==> src/rtl/eth_tx_sequencer.sv <==
// Ethernet transmit framer: preamble/SFD, payload with zero padding up to MIN_LEN,
// FCS taken from an external CRC engine, inter-frame gap, and underrun/oversize abort.
module eth_tx_sequencer #(
  parameter int MIN_LEN = 60,
  parameter int MAX_LEN = 1514,
  parameter int IFG_LEN = 12
) (
  input  logic        clk,
  input  logic        rst,
  input  logic [7:0]  in_data,
  input  logic        in_valid,
  input  logic        in_last,
  output logic        in_ready,
  output logic [7:0]  tx_data,
  output logic        tx_en,
  output logic        tx_er,
  output logic        crc_rst,
  output logic        crc_en,
  output logic [7:0]  crc_data,
  input  logic [31:0] crc_in,
  output logic        busy,
  output logic [2:0]  state_dbg
);

  // Handshake: an input byte transfers on a rising edge where in_valid & in_ready are
  // both high; in_ready never depends on in_valid, and in_data/in_last must hold while
  // in_valid is high and in_ready is low.

  localparam int TW = ($clog2(IFG_LEN + 1) > 3) ? $clog2(IFG_LEN + 1) : 3;

  typedef enum logic [2:0] {IDLE, PRE, SFD, DATA, PAD, FCS, IFG, DRAIN} state_t;

  state_t        state, state_nx;
  logic [10:0]   cnt, cnt_nx, cnt_inc;
  logic [TW-1:0] tmr, tmr_nx;
  logic [7:0]    tx_data_nx;
  logic          tx_en_nx, tx_er_nx;

  assign cnt_inc   = cnt + 11'd1;
  assign state_dbg = state;

  // tx_* registers are loaded from the byte chosen this cycle, so the preamble
  // starts one cycle after IDLE sees in_valid and SFD is on the wire during SFD.
  always_comb begin
    state_nx   = state;
    cnt_nx     = cnt;
    tmr_nx     = tmr;
    tx_data_nx = 8'h00;
    tx_en_nx   = 1'b0;
    tx_er_nx   = 1'b0;
    in_ready   = 1'b0;
    crc_en     = 1'b0;
    crc_data   = 8'h00;
    crc_rst    = 1'b0;
    busy       = (state != IDLE);

    case (state)
      IDLE: begin
        crc_rst = 1'b1;
        cnt_nx  = '0;
        tmr_nx  = '0;
        if (in_valid) begin
          state_nx   = PRE;
          tx_en_nx   = 1'b1;
          tx_data_nx = 8'h55;
        end
      end

      PRE: begin
        tx_en_nx = 1'b1;
        if (tmr == TW'(6)) begin
          tx_data_nx = 8'hD5;
          tmr_nx     = '0;
          state_nx   = SFD;
        end else begin
          tx_data_nx = 8'h55;
          tmr_nx     = tmr + TW'(1);
        end
      end

      // SFD already accepts the first payload byte; it appears on tx in DATA.
      SFD, DATA: begin
        in_ready = (cnt != 11'(MAX_LEN));
        if (in_ready && in_valid) begin
          crc_en     = 1'b1;
          crc_data   = in_data;
          tx_en_nx   = 1'b1;
          tx_data_nx = in_data;
          cnt_nx     = cnt_inc;
          tmr_nx     = '0;
          if (in_last) begin
            state_nx = (cnt_inc < 11'(MIN_LEN)) ? PAD : FCS;
          end else begin
            state_nx = DATA;
          end
        end else begin
          // Underrun, or MAX_LEN bytes sent without in_last.
          tx_er_nx = 1'b1;
          state_nx = DRAIN;
        end
      end

      PAD: begin
        crc_en   = 1'b1;
        tx_en_nx = 1'b1;
        cnt_nx   = cnt_inc;
        if (cnt_inc >= 11'(MIN_LEN)) begin
          state_nx = FCS;
          tmr_nx   = '0;
        end
      end

      FCS: begin
        tx_en_nx = 1'b1;
        case (tmr[1:0])
          2'd0:    tx_data_nx = crc_in[7:0];
          2'd1:    tx_data_nx = crc_in[15:8];
          2'd2:    tx_data_nx = crc_in[23:16];
          default: tx_data_nx = crc_in[31:24];
        endcase
        if (tmr[1:0] == 2'd3) begin
          state_nx = IFG;
          tmr_nx   = '0;
        end else begin
          tmr_nx = tmr + TW'(1);
        end
      end

      IFG: begin
        crc_rst = 1'b1;
        if (tmr == TW'(IFG_LEN - 1)) begin
          state_nx = IDLE;
          tmr_nx   = '0;
        end else begin
          tmr_nx = tmr + TW'(1);
        end
      end

      DRAIN: begin
        in_ready = 1'b1;
        if (in_valid && in_last) begin
          state_nx = IFG;
          tmr_nx   = '0;
        end
      end

      default: state_nx = IDLE;
    endcase

    if (rst) begin
      in_ready = 1'b0;
      crc_en   = 1'b0;
      crc_data = 8'h00;
      crc_rst  = 1'b1;
      busy     = 1'b0;
    end
  end

  always_ff @(posedge clk) begin
    if (rst) begin
      state   <= IDLE;
      cnt     <= '0;
      tmr     <= '0;
      tx_data <= 8'h00;
      tx_en   <= 1'b0;
      tx_er   <= 1'b0;
    end else begin
      state   <= state_nx;
      cnt     <= cnt_nx;
      tmr     <= tmr_nx;
      tx_data <= tx_data_nx;
      tx_en   <= tx_en_nx;
      tx_er   <= tx_er_nx;
    end
  end

endmodule

==> config.mk <==
export PLATFORM = sky130hd
export DESIGN_NAME = eth_tx_sequencer
export DESIGN_NICKNAME = d
export VERILOG_FILES = /design/src/rtl/eth_tx_sequencer.sv
export SDC_FILE = /design/constraint.sdc
export NUM_CORES = 1
export LEC_CHECK = 0
export CORE_MARGIN = 2
export CORE_UTILIZATION = 45
export CTS_CLUSTER_DIAMETER = 120
export DETAILED_ROUTE_END_ITERATION = 10
export PLACE_DENSITY = 0.86
export SLEW_MARGIN = 5
export SYNTH_ARGS = -nofsm -noshare
export SYNTH_HDL_FRONTEND = slang
export SYNTH_SLANG_ARGS = --single-unit
==> constraint.sdc <==
create_clock -name clk -period 3 [get_ports clk]
set_clock_uncertainty 0.05 [all_clocks]
set_input_delay 0.75 -clock clk [delete_from_list [all_inputs] [get_ports clk]]
set_output_delay 0.75 -clock clk [all_outputs]
set_load 0.005 [all_outputs]
-- Word-level counts from Yosys, hierarchy flattened
Index checks and enable logic that the tools add are counted.
- $add $sub $neg: 2
- order comparisons: 2
- shift-type cells: 0
- div/mod/pow operators: 0
- reduce and logical (&&, ||, !) cells: 13
- bitwise gates (word level): 1
- multiplexer cells: 37
- multiply operators: 0
- equality and inequality tests: 20
- operators by type and width (kind ; number):
    11-bit case mux with 3 select lines ; 1
    8-bit 2-to-1 mux ; 4
    8-bit case mux with 4 select lines ; 1
    4-bit case mux with 7 select lines ; 1
    3-bit 2-to-1 mux ; 8
    4-bit 2-to-1 mux ; 6
    8-bit case mux with 3 select lines ; 1
    3-bit case mux with 7 select lines ; 1
    2-bit inequality test, second input constant ; 7
    3-bit == test, second input constant ; 4
    11-bit by 1-bit adder with 11-bit output, second input constant ; 1
    11-bit by 6-bit >= comparator with 1-bit output, second input constant ; 1
    11-bit by 6-bit less-than comparator with 1-bit output, second input constant ; 1
    11-bit 2-to-1 mux ; 1
    11-bit inequality test, second input constant ; 1
    1-bit 2-to-1 mux ; 9
    7-bit 2-to-1 mux ; 1
    3-bit by 2-bit == test with 1-bit output, second input constant ; 2
    6-bit AND reduction ; 1
    3-bit nonzero test ; 2
    2-bit OR reduction ; 3
    4-bit by 1-bit adder with 4-bit output, second input constant ; 1
    2-bit == test, second input constant ; 2
    4-bit by 3-bit == test with 1-bit output, second input constant ; 1
    other kinds (12) ; 14
- memories: 0
- ROM bits: 0
- output and inout port bits: 25
- register bits after elaboration: 28
- bits of input ports: 44
- word-level logic and storage cells: 81
- memory bits (writable): 0
- latch bits: 0

-- Logic depth before layout (Yosys ltp)
Gate-level depths: netlist of the first run.
- word-level depth: 6
- mapped depth: 9
- mapped depth without buffers: 8

-- Worst setup path after synthesis of the first run
No wires, ideal clock.
- kind: in2out
- start: input in_valid
- end: output crc_data[0]
- setup slack: 0.631 ns
- required time: 2.200 ns
- stages: 4
- buffers on the path: 1
- arrival: 1.569 ns
- cell sequence: o311a_1 buf_2 nor2b_1 and2_1
- word-level cells in the longest chain between the ends: 4
- RTL lines (element ; line ; RTL):
    from (decl) ; 11 ; input logic in_valid,
    1-bit logical AND ; 84 ; if (in_ready && in_valid) begin
    8-bit 2-to-1 mux ; 84 ;
    8-bit 2-to-1 mux ; 57 ; case (state)
    8-bit 2-to-1 mux ; 150 ; if (rst) begin
    to (decl) ; 19 ; output logic [7:0] crc_data,
No other way between the ends.

-- Worst setup path in the final report of the first run
- start: register cnt[0]
- end: output crc_data[4]
- word-level cells in the longest chain between the ends: 5
- RTL lines (element ; line ; RTL):
    from (decl) ; 34 ; logic [10:0] cnt, cnt_nx, cnt_inc;
    from (signal assigned) ; 169 ; cnt <= cnt_nx;
    11-bit inequality test ; 83 ; in_ready = (cnt != 11'(MAX_LEN));
    1-bit logical AND ; 84 ;
    8-bit 2-to-1 mux ; 84 ;
    8-bit 2-to-1 mux ; 57 ;
    8-bit 2-to-1 mux ; 150 ;
No other way between the ends.

==> results_dict.tcl, run 1 <==
set metrics [dict create \
    fin_ws_ns 0.0925 \
    critPathMaxStageDelay_ns 0.38 \
    crit_type "flip-flop to output port" \
    cp-end-kind "output port" \
    cts-htree-levels 1 \
    numPortBuffers 68 \
    place_ws_ns -0.193 \
    synth_area_leaders "dfxtp_1 (28%), nor2_1 (4.6%), a311oi_1 (4.4%)" \
    core-area_um2 4290 \
    place.gp.congestion 0.866 \
    die_y_um 70.2 \
    worst_slew_pin_slew_ns 0.556 \
    ctsHoldBuffers 0 \
    synth.area.mux_share 0.00508 \
    slew_headroom 0.628 \
    drt-pass1-iter-count 5 \
    synth-edff-count 0 \
    reg2reg_from "tmr[0]" \
    cp_cell_sequence "inv_2, ha_1, nand4bb_1, o311a_1, buf_4, nor2b_4, and2_1, dlygate4sd2_1" \
    synth_fa_ha_area_frac 0.0445 \
    fin_crit_ns 2.91 \
    antenna_found_initial 0 \
    avgSynthCellArea_um2 7.69 \
    die_area_um2 4920 \
    fin_nets 375 \
    async_flop_share 0 \
    drc 0 \
    synth_compound_area_frac 0.301 \
    clock_path_buffers 2 \
    synth_top_family_by_area "compound AO/OA/AOI/OAI gates" \
    grt_first_pass_wirelength_um 9910 \
    synth.largest_area_cell "dfxtp_1" \
    instances_no_fill 375 \
    power_leakage_uw 0.00107 \
    synthCells 256 \
    start_kind "flip-flop" \
    grt_pass1_vias 2050 \
    period_share 0.969 \
    clkLatencyLatePin_ns 0.28 \
    switchingPower_uw 653 \
    cts_buffers 3 \
    wirelength_um 6050 \
    area_delta_synth_final_pct 43.3 \
    intPower_uw 979 \
    dpl.hpwl_um 4560 \
    core.rowCount 24 \
    drtIter0Drc 316 \
    postLayoutCoreUtil 0.657 \
    synth_xor_area_frac 0.0178 \
    start_util 0.459 \
    grt_remaining_overflow 0 \
    final-hold-violation-count 0 \
    synth_top_area_frac 0.285 \
    yosys_warnings 0 \
    synth_most_common_cell "dfxtp_1" \
    switching_share 0.400 \
    ys_seq_area_frac 0.285 \
    peakVddDrop_uv 303 \
    yosys-top-cells-count "dfxtp_1 (28), nor2_1 (24), nand2_1 (23), o21ai_0 (17), a21oi_1 (14)" \
    diodes 0 \
    final_antenna_net_count 0 \
    powerDensity_nw_per_um2 579 \
    drv_slew 0 \
    viasPerCell 6.04 \
    cpMaxStageDelayCell "o311a_1" \
    synthSimpleGateAreaFrac 0.283 \
    hold_path.class "flip-flop to flip-flop" \
    synth_flop_cell "dfxtp_1" \
    dp_cells 370 \
    path_clk_slew_ns 0.10 \
    hold-worst-slack_ns 0.453 \
    root_buffer "clkbuf_8" \
    cts_num_sinks 28 \
    required_ns 2.20 \
    ys_types 53 \
    drive_gt1_frac 0.108 \
    ioPinCount 69 \
    timing.fmax_mhz 344 \
    grtUsageTotal 0.247 \
    ys_ff_latch 28 \
    max_cap_violations 0 \
    setup_viol 0 \
    power_frac_seq 0.293 \
    die_w_um 70.2 \
    status "complete, no violations" \
    wl_per_cell_um 16.1 \
    combPwrFrac 0.561 \
    crit_start "cnt[0]" \
    dr_total_vias 2264 \
    arrival_ns 2.11 \
    cp_max_fo 8 \
    synth_nets 307 \
    syn_area_um2 1970 \
    holdCritStartpoint "cnt[1]" \
    grt_max_degree 19 \
    pwr-share-clk 0.145 \
    cts_tree "done" \
]
## cell families after synthesis
logic type,after synthesis
and+or+nand+nor,107
AOI/OAI and AO/OA,81
buffers and inverters,28
DFF,28
adders and majority gates,7
xor gates and xnor gates,4
muxes,1
## registers in the layout (all words and copies together) (netlist names)
signal	flops
tx_data	8
tx_er	1
state_dbg	3
cnt	11
tx_en	1
tmr	4
## layout make-up
type | count | area [um^2]
well taps | 52 | 65.1
inverters | 7 | 26.3
clock buffers | 4 | 55.1
flip-flops and latches | 28 | 568
repair buffers | 84 | 796
fillers | 372 | 1470
multi-input cells | 200 | 1310
## worst max-delay path, delay by kind of cell, from the launching register on
family                     cells  cell delay, ns
adders and majority gates      1            0.15
AOI/OAI and AO/OA              1            0.38
DFF                            1            0.35
buffers and inverters          3            0.47
and+or+nand+nor                3            0.48
## placed cells by master, fill, tap and decap left out, types with 3 or more instances in the layout
cell type and count:
clkdlybuf4s50_1 57, dfxtp_1 26, nor2_1 24, nand2_1 23
o21ai_0 17, buf_4 16, a21oi_1 14, nor3_1 12
and2_1 10, a311oi_1 10, a222oi_1 8, dlygate4sd2_1 8
ha_1 7, inv_1 6, a221oi_1 6, nand3_1 5
nand2b_1 4, clkbuf_8 4, nor2b_1 3, and3_1 3
xnor2_1 3, or3_1 3, a22oi_1 3, a41oi_1 3
## power groups by stage
stage	sequential (uW)	combinational [uW]	clock (uW)
floorplan	484	504	0
global placement	483	849	0
detailed placement	488	864	0
CTS	482	879	240
finish	479	916	237
global route	489	1000	259
## layer usage
metal  GRT usage  vias to the layer above  wire (um)
li1            -                     1097          -
met1       0.345                     1061       2670
met2       0.394                       93       2900
met3      0.0418                       13        356
met4      0.0620                        0        122
met5           0                        -          0
## path summary, 6_finish.rpt
kind             endpoint  slack [ns]  cells past startpoint
max           crc_data[4]        0.09                      8
min                cnt[1]        0.45                      2
max reg2reg  state_dbg[0]        0.45                      7
min reg2reg        cnt[1]        0.45                      2
## repair_timing
| action | CTS | global route |
|---|---|---|
| gates resized for setup | 13 | 10 |
| endpoints found under the setup margin | 10 | 9 |
| endpoints found under the hold margin | 0 | 0 |
| buffers inserted | 1 | 1 |
| pin swaps | 1 | 1 |
## per-stage QoR
stage	cell area (um^2)	total power, uW	setup TNS (ns)
after floorplan	1970	988	0
after global placement	2730	1330	-1.42
after detailed placement	2730	1350	-1.50
after CTS	2790	1600	0
after global routing	2820	1750	-0.0394
final	2820	1630	0
Power figures use the tool's default switching activity.
==> inputs of run 2 (changes only) <==
--- a/config.mk
+++ b/config.mk
@@ -5,11 +5,13 @@
 export SDC_FILE = /design/constraint.sdc
 export NUM_CORES = 1
 export LEC_CHECK = 0
+export ABC_CLOCK_PERIOD_IN_PS = 3000
 export CORE_MARGIN = 2
 export CORE_UTILIZATION = 45
 export CTS_CLUSTER_DIAMETER = 120
 export DETAILED_ROUTE_END_ITERATION = 10
 export PLACE_DENSITY = 0.86
+export SETUP_SLACK_MARGIN = 0.3
 export SLEW_MARGIN = 5
 export SYNTH_ARGS = -nofsm -noshare
 export SYNTH_HDL_FRONTEND = slang
==> run 2 against run 1 <==
Effect of this change:
- count of clock-buffer cells in the layout stayed put
- sequential share of layout area shrank 0.50 points
- die area is the same
- critical path type unchanged
- critical endpoint is now crc_data[1]
- largest cell class unchanged
- highest routed layer unchanged
==> results_dict.tcl, run 2 (same netlist as run 1, synthesis figures left out) <==
set metrics [dict create \
    status "complete, no violations" \
    pwr-share-clk 0.144 \
    powerDensity_nw_per_um2 576 \
    period_share 0.953 \
    intPower_uw 998 \
    place_area_um2 2730 \
    drtIter0Drc 283 \
    drive_gt1_frac 0.168 \
    ctsHoldBuffers 0 \
    grt_most_used_layer "met2" \
    final_antenna_net_count 0 \
    grt_remaining_overflow 0 \
    max_cap_violations 0 \
    cp_cell_sequence "inv_2, ha_4, nand4bb_4, o311a_1, buf_6, nor2b_4, buf_6, buf_6, and2_4, buf_6" \
    core-area_um2 4290 \
    wirelength_um 6190 \
    regToRegSetupSlack_ns 0.57 \
    clock_path_buffers 2 \
    grt_use_met2 0.396 \
    grt_pass1_vias 2098 \
    cts_tree "done" \
    path_clk_slew_ns 0.10 \
    cpMaxStageDelayCell "o311a_1" \
    final_cell_mix "clkdlybuf4s50_1 (56), dfxtp_1 (25), nor2_1 (24)" \
    diodes 0 \
    grt_first_pass_wirelength_um 10100 \
    dpl.hpwl_um 4560 \
    fin_crit_ns 2.86 \
    final_cell_area_um2 2890 \
    required_ns 2.20 \
    regMostFlops "cnt" \
    cts-htree-levels 1 \
    place.gp.congestion 0.866 \
    cp_top_family "buffers and inverters" \
    final-hold-violation-count 0 \
    cp_max_fo 6 \
    grt_max_degree 19 \
    power_frac_seq 0.286 \
    cp-end-kind "output port" \
    root_buffer "clkbuf_8" \
    combPwrFrac 0.569 \
    die_area_um2 4920 \
    cts_num_sinks 28 \
    rr_worst_depth 7 \
    fin_nets 379 \
    core.rowCount 24 \
    hold-worst-slack_ns 0.477 \
    viasPerCell 6.14 \
    rsz0062_at_grt "yes" \
    clkLatencyLatePin_ns 0.28 \
    die_y_um 70.2 \
    drc 0 \
    ioPinCount 69 \
    antenna_found_initial 0 \
    reg2reg_to "state_dbg[2]" \
    hold_depth 1 \
    numPortBuffers 68 \
    power_leakage_uw 0.00106 \
    critPathMaxStageDelay_ns 0.38 \
    holdCritStartpoint "tmr[3]" \
    drt-pass1-iter-count 6 \
    switchingPower_uw 665 \
    met3_usage 0.0418 \
    setup_viol 0 \
    arrival_ns 2.06 \
    die_w_um 70.2 \
    drv_slew 0 \
    slew_headroom 0.629 \
    fillers 349 \
    grtUsageTotal 0.251 \
    reg2reg_from "tmr[0]" \
    cts_buffers 3 \
    largestRegisters "cnt: 11 flops, tx_data: 8 flops, tmr: 4 flops" \
    wl_per_cell_um 16.3 \
    start_util 0.459 \
    area_delta_synth_final_pct 46.6 \
    worst_slew_pin_slew_ns 0.554 \
    layout.cells.most_common "clkdlybuf4s50_1" \
    switching_share 0.400 \
    timing.fmax_mhz 350 \
    peakVddDrop_uv 301 \
    largest_reg_flops 11 \
    path_buf_inv 5 \
    dr_total_vias 2328 \
    crit_type "flip-flop to output port" \
    hold_path.class "flip-flop to flip-flop" \
    min_to "tmr[3]" \
    start_kind "flip-flop" \
    use_met1 0.349 \
    path_common_cell "buf_6" \
]
-- run 2: how the worst max path moves through the flow --
stage	start	end	slack, ns	depth (start not counted)
after floorplan	in_valid	crc_data[0]	0.63	4
after global placement	in_valid	crc_data[5]	-0.17	6
after detailed placement	in_valid	crc_data[1]	-0.19	6
after CTS	cnt[0]	crc_data[1]	0.14	10
after global routing	cnt[0]	crc_data[1]	0.07	10
final	cnt[0]	crc_data[1]	0.14	10
-- run 2: through the flow --
stage | std cells | power, uW | util | setup WS (ns) | TNS [ns]
finish | 379 | 1660 | 0.672 | 0.140 | 0
global route | 379 | 1770 | 0.672 | 0.0705 | 0
CTS | 379 | 1640 | 0.663 | 0.138 | 0
detailed placement | 370 | 1350 | 0.635 | -0.193 | -1.50
global placement | 370 | 1330 | 0.635 | -0.168 | -1.42
floorplan | 256 | 988 | - | 0.631 | 0
-- run 2: cell type report --
type                       count  area, um^2  area share
clock buffer                   4        55.1      0.0191
multi-input combinational    200        1340       0.464
tap                           52        65.1      0.0225
inverter                       7        26.3     0.00910
timing repair buffer          88         833       0.289
sequential                    28         567       0.196
-- run 2: power groups by stage --
stage / registers [uW] / clock network, uW / logic, uW
final: 476 / 240 / 947
after global routing: 486 / 258 / 1030
after CTS: 477 / 240 / 919
after detailed placement: 488 / 0 / 864
after global placement: 483 / 0 / 849
after floorplan: 484 / 0 / 504
-- run 2: what timing repair did --
action                     in CTS  in global routing
setup buffers                   5                  0
pin swaps                      11                  2
setup endpoints to repair      12                 13
resized for setup              57                  6
-- run 2: metal layers --
metal / wire [um] / up-vias
met5: 0 / -
met4: 143 / 0
met3: 401 / 21
met2: 2990 / 109
met1: 2650 / 1102
li1: - / 1096
==> inputs of run 3 (changes only) <==
--- a/config.mk
+++ b/config.mk
@@ -10,7 +10,7 @@
 export CORE_UTILIZATION = 45
 export CTS_CLUSTER_DIAMETER = 120
 export DETAILED_ROUTE_END_ITERATION = 10
-export PLACE_DENSITY = 0.86
+export PLACE_DENSITY = 0.8
 export SETUP_SLACK_MARGIN = 0.3
 export SLEW_MARGIN = 5
 export SYNTH_ARGS = -nofsm -noshare
==> run 3 against run 2 <==
Effect of this change:
- utilization is 2.7 points higher
- count of clock-buffer cells in the layout is 1 lower
- first-iteration DRC count is 18% higher
- sequential power hardly changed
- sequential share of layout area is 0.75 points lower
- critical path depth is 1 lower
- combinational power is 4.5% higher
- via count is 0.69% lower
- die area stayed put
- final cell count is 2.6% higher
- wire length is 3.4% higher
==> results_dict.tcl, run 3 (same netlist as run 1, synthesis figures left out) <==
set metrics [dict create \
    clkLatencyLatePin_ns 0.28 \
    dr_total_vias 2312 \
    critPathMaxStageDelay_ns 0.40 \
    area_delta_synth_final_pct 52.4 \
    start_kind "flip-flop" \
    hold-worst-slack_ns 0.468 \
    drive_gt1_frac 0.208 \
    wl_per_cell_um 16.4 \
    drv_slew 0 \
    largestRegisters "cnt: 11 flops, tx_data: 8 flops, tmr: 4 flops" \
    grt_pass1_vias 2009 \
    rsz0062_at_grt "yes" \
    largest_reg_flops 11 \
    viasPerCell 5.94 \
    grtUsageTotal 0.247 \
    powerDensity_nw_per_um2 590 \
    regMostFlops "cnt" \
    antenna_found_initial 0 \
    path_clk_slew_ns 0.11 \
    clock_path_buffers 2 \
    reg2reg_from "tmr[0]" \
    postLayoutCoreUtil 0.699 \
    arrival_ns 1.99 \
    final-hold-violation-count 0 \
    diodes 0 \
    fin_nets 389 \
    peakVddDrop_uv 357 \
    die_y_um 70.2 \
    ioPinCount 69 \
    holdCritStartpoint "tmr[3]" \
    drtIter0Drc 333 \
    crit_type "flip-flop to output port" \
    cpMaxStageDelayCell "o311a_1" \
    cts-htree-levels 1 \
    met3_usage 0.0173 \
    start_util 0.459 \
    setup_viol 0 \
    cts_tree "done" \
    grt_max_degree 19 \
    drt-pass1-iter-count 10 \
    core-area_um2 4290 \
    path_common_cell "buf_6" \
    crit_start "cnt[0]" \
    core.rowCount 24 \
    grt_most_used_layer "met2" \
    wirelength_um 6400 \
    status "complete, no violations" \
    slew_headroom 0.634 \
    hold_path.class "flip-flop to flip-flop" \
    cp_cell_sequence "inv_2, ha_4, nand4bb_1, o311a_1, nor2b_4, buf_6, buf_6, and2_4, buf_6" \
    grt_first_pass_wirelength_um 9900 \
    die_w_um 70.2 \
    place.gp.congestion 0.866 \
    final_antenna_net_count 0 \
    max_cap_violations 0 \
    cp-end-kind "output port" \
    numPortBuffers 68 \
    dpl.hpwl_um 4570 \
    timing.fmax_mhz 358 \
    cts_buffers 3 \
    cp_max_fo 7 \
    layout.cells.most_common "clkdlybuf4s50_1" \
    die_area_um2 4920 \
    required_ns 2.20 \
    drc 0 \
    use_met1 0.349 \
    fin_crit_ns 2.79 \
    power_leakage_uw 0.00114 \
    grt_use_met2 0.408 \
    grt_remaining_overflow 0 \
    cts_num_sinks 28 \
    period_share 0.931 \
    worst_slew_pin_slew_ns 0.547 \
    root_buffer "clkbuf_8" \
    ctsHoldBuffers 0 \
    final_cell_mix "clkdlybuf4s50_1 (55), buf_4 (28), dfxtp_1 (25)" \
]
[run 3: cell type report]
cell class	count	area, um^2
Clock buffer	3	41.3
Clock inverter	1	30.0
Fill cell	343	1290
Inverter	7	26.3
Multi-Input combinational cell	200	1360
Sequential cell	28	567
Tap cell	52	65.1
Timing Repair Buffer	98	908
[run 3: final timing paths]
| path | cells after the start | to | slack [ns] |
|---|---|---|---|
| min | 1 | tmr[3] | 0.47 |
| min reg2reg | 1 | tmr[3] | 0.47 |
| max reg2reg | 7 | state_dbg[2] | 0.57 |
| max | 9 | crc_data[5] | 0.21 |
[run 3: metrics by stage]
| step | power [uW] | setup WS [ns] | TNS, ns | area, um^2 | cells |
|---|---|---|---|---|---|
| finish | 1770 | 0.207 | 0 | 3000 | 389 |
| global route | 1870 | 0.151 | 0 | 3000 | 389 |
| CTS | 1700 | 0.184 | 0 | 2900 | 388 |
| detailed placement | 1360 | -0.214 | -1.83 | 2760 | 374 |
| global placement | 1350 | -0.219 | -1.86 | 2760 | 374 |
| floorplan | 988 | 0.631 | 0 | 1970 | 256 |
[run 3: timing repair]
action	in CTS	in global routing
pin swaps	5	7
hold endpoints to repair	0	0
gates resized for setup	48	26
setup buffers	10	1
setup endpoints to repair	12	12
[run 3: report_power, final]
part / leakage (uW) / switching, uW / internal [uW]
Clock: 0.0000357 / 126 / 179
Combinational: 0.000876 / 523 / 467
Sequential: 0.000230 / 39.4 / 434
Total: 0.00114 / 689 / 1080
[run 3: worst max-delay path: cells and delay by family (launching register included)]
| kind | cells | cell delay, ns |
|---|---|---|
| buffers and inverters | 4 | 0.42 |
| adder cells (fa/ha/maj) | 1 | 0.13 |
| AND/OR/NAND/NOR | 3 | 0.43 |
| AO/OA/AOI/OAI | 1 | 0.40 |
| flip-flops | 1 | 0.35 |
[run 3: metal layers]
| metal | vias up | wire length (um) |
|---|---|---|
| li1 | 1116 | - |
| met3 | 13 | 366 |
| met4 | 0 | 97 |
| met1 | 1081 | 2870 |
| met5 | - | 0 |
| met2 | 102 | 3060 |
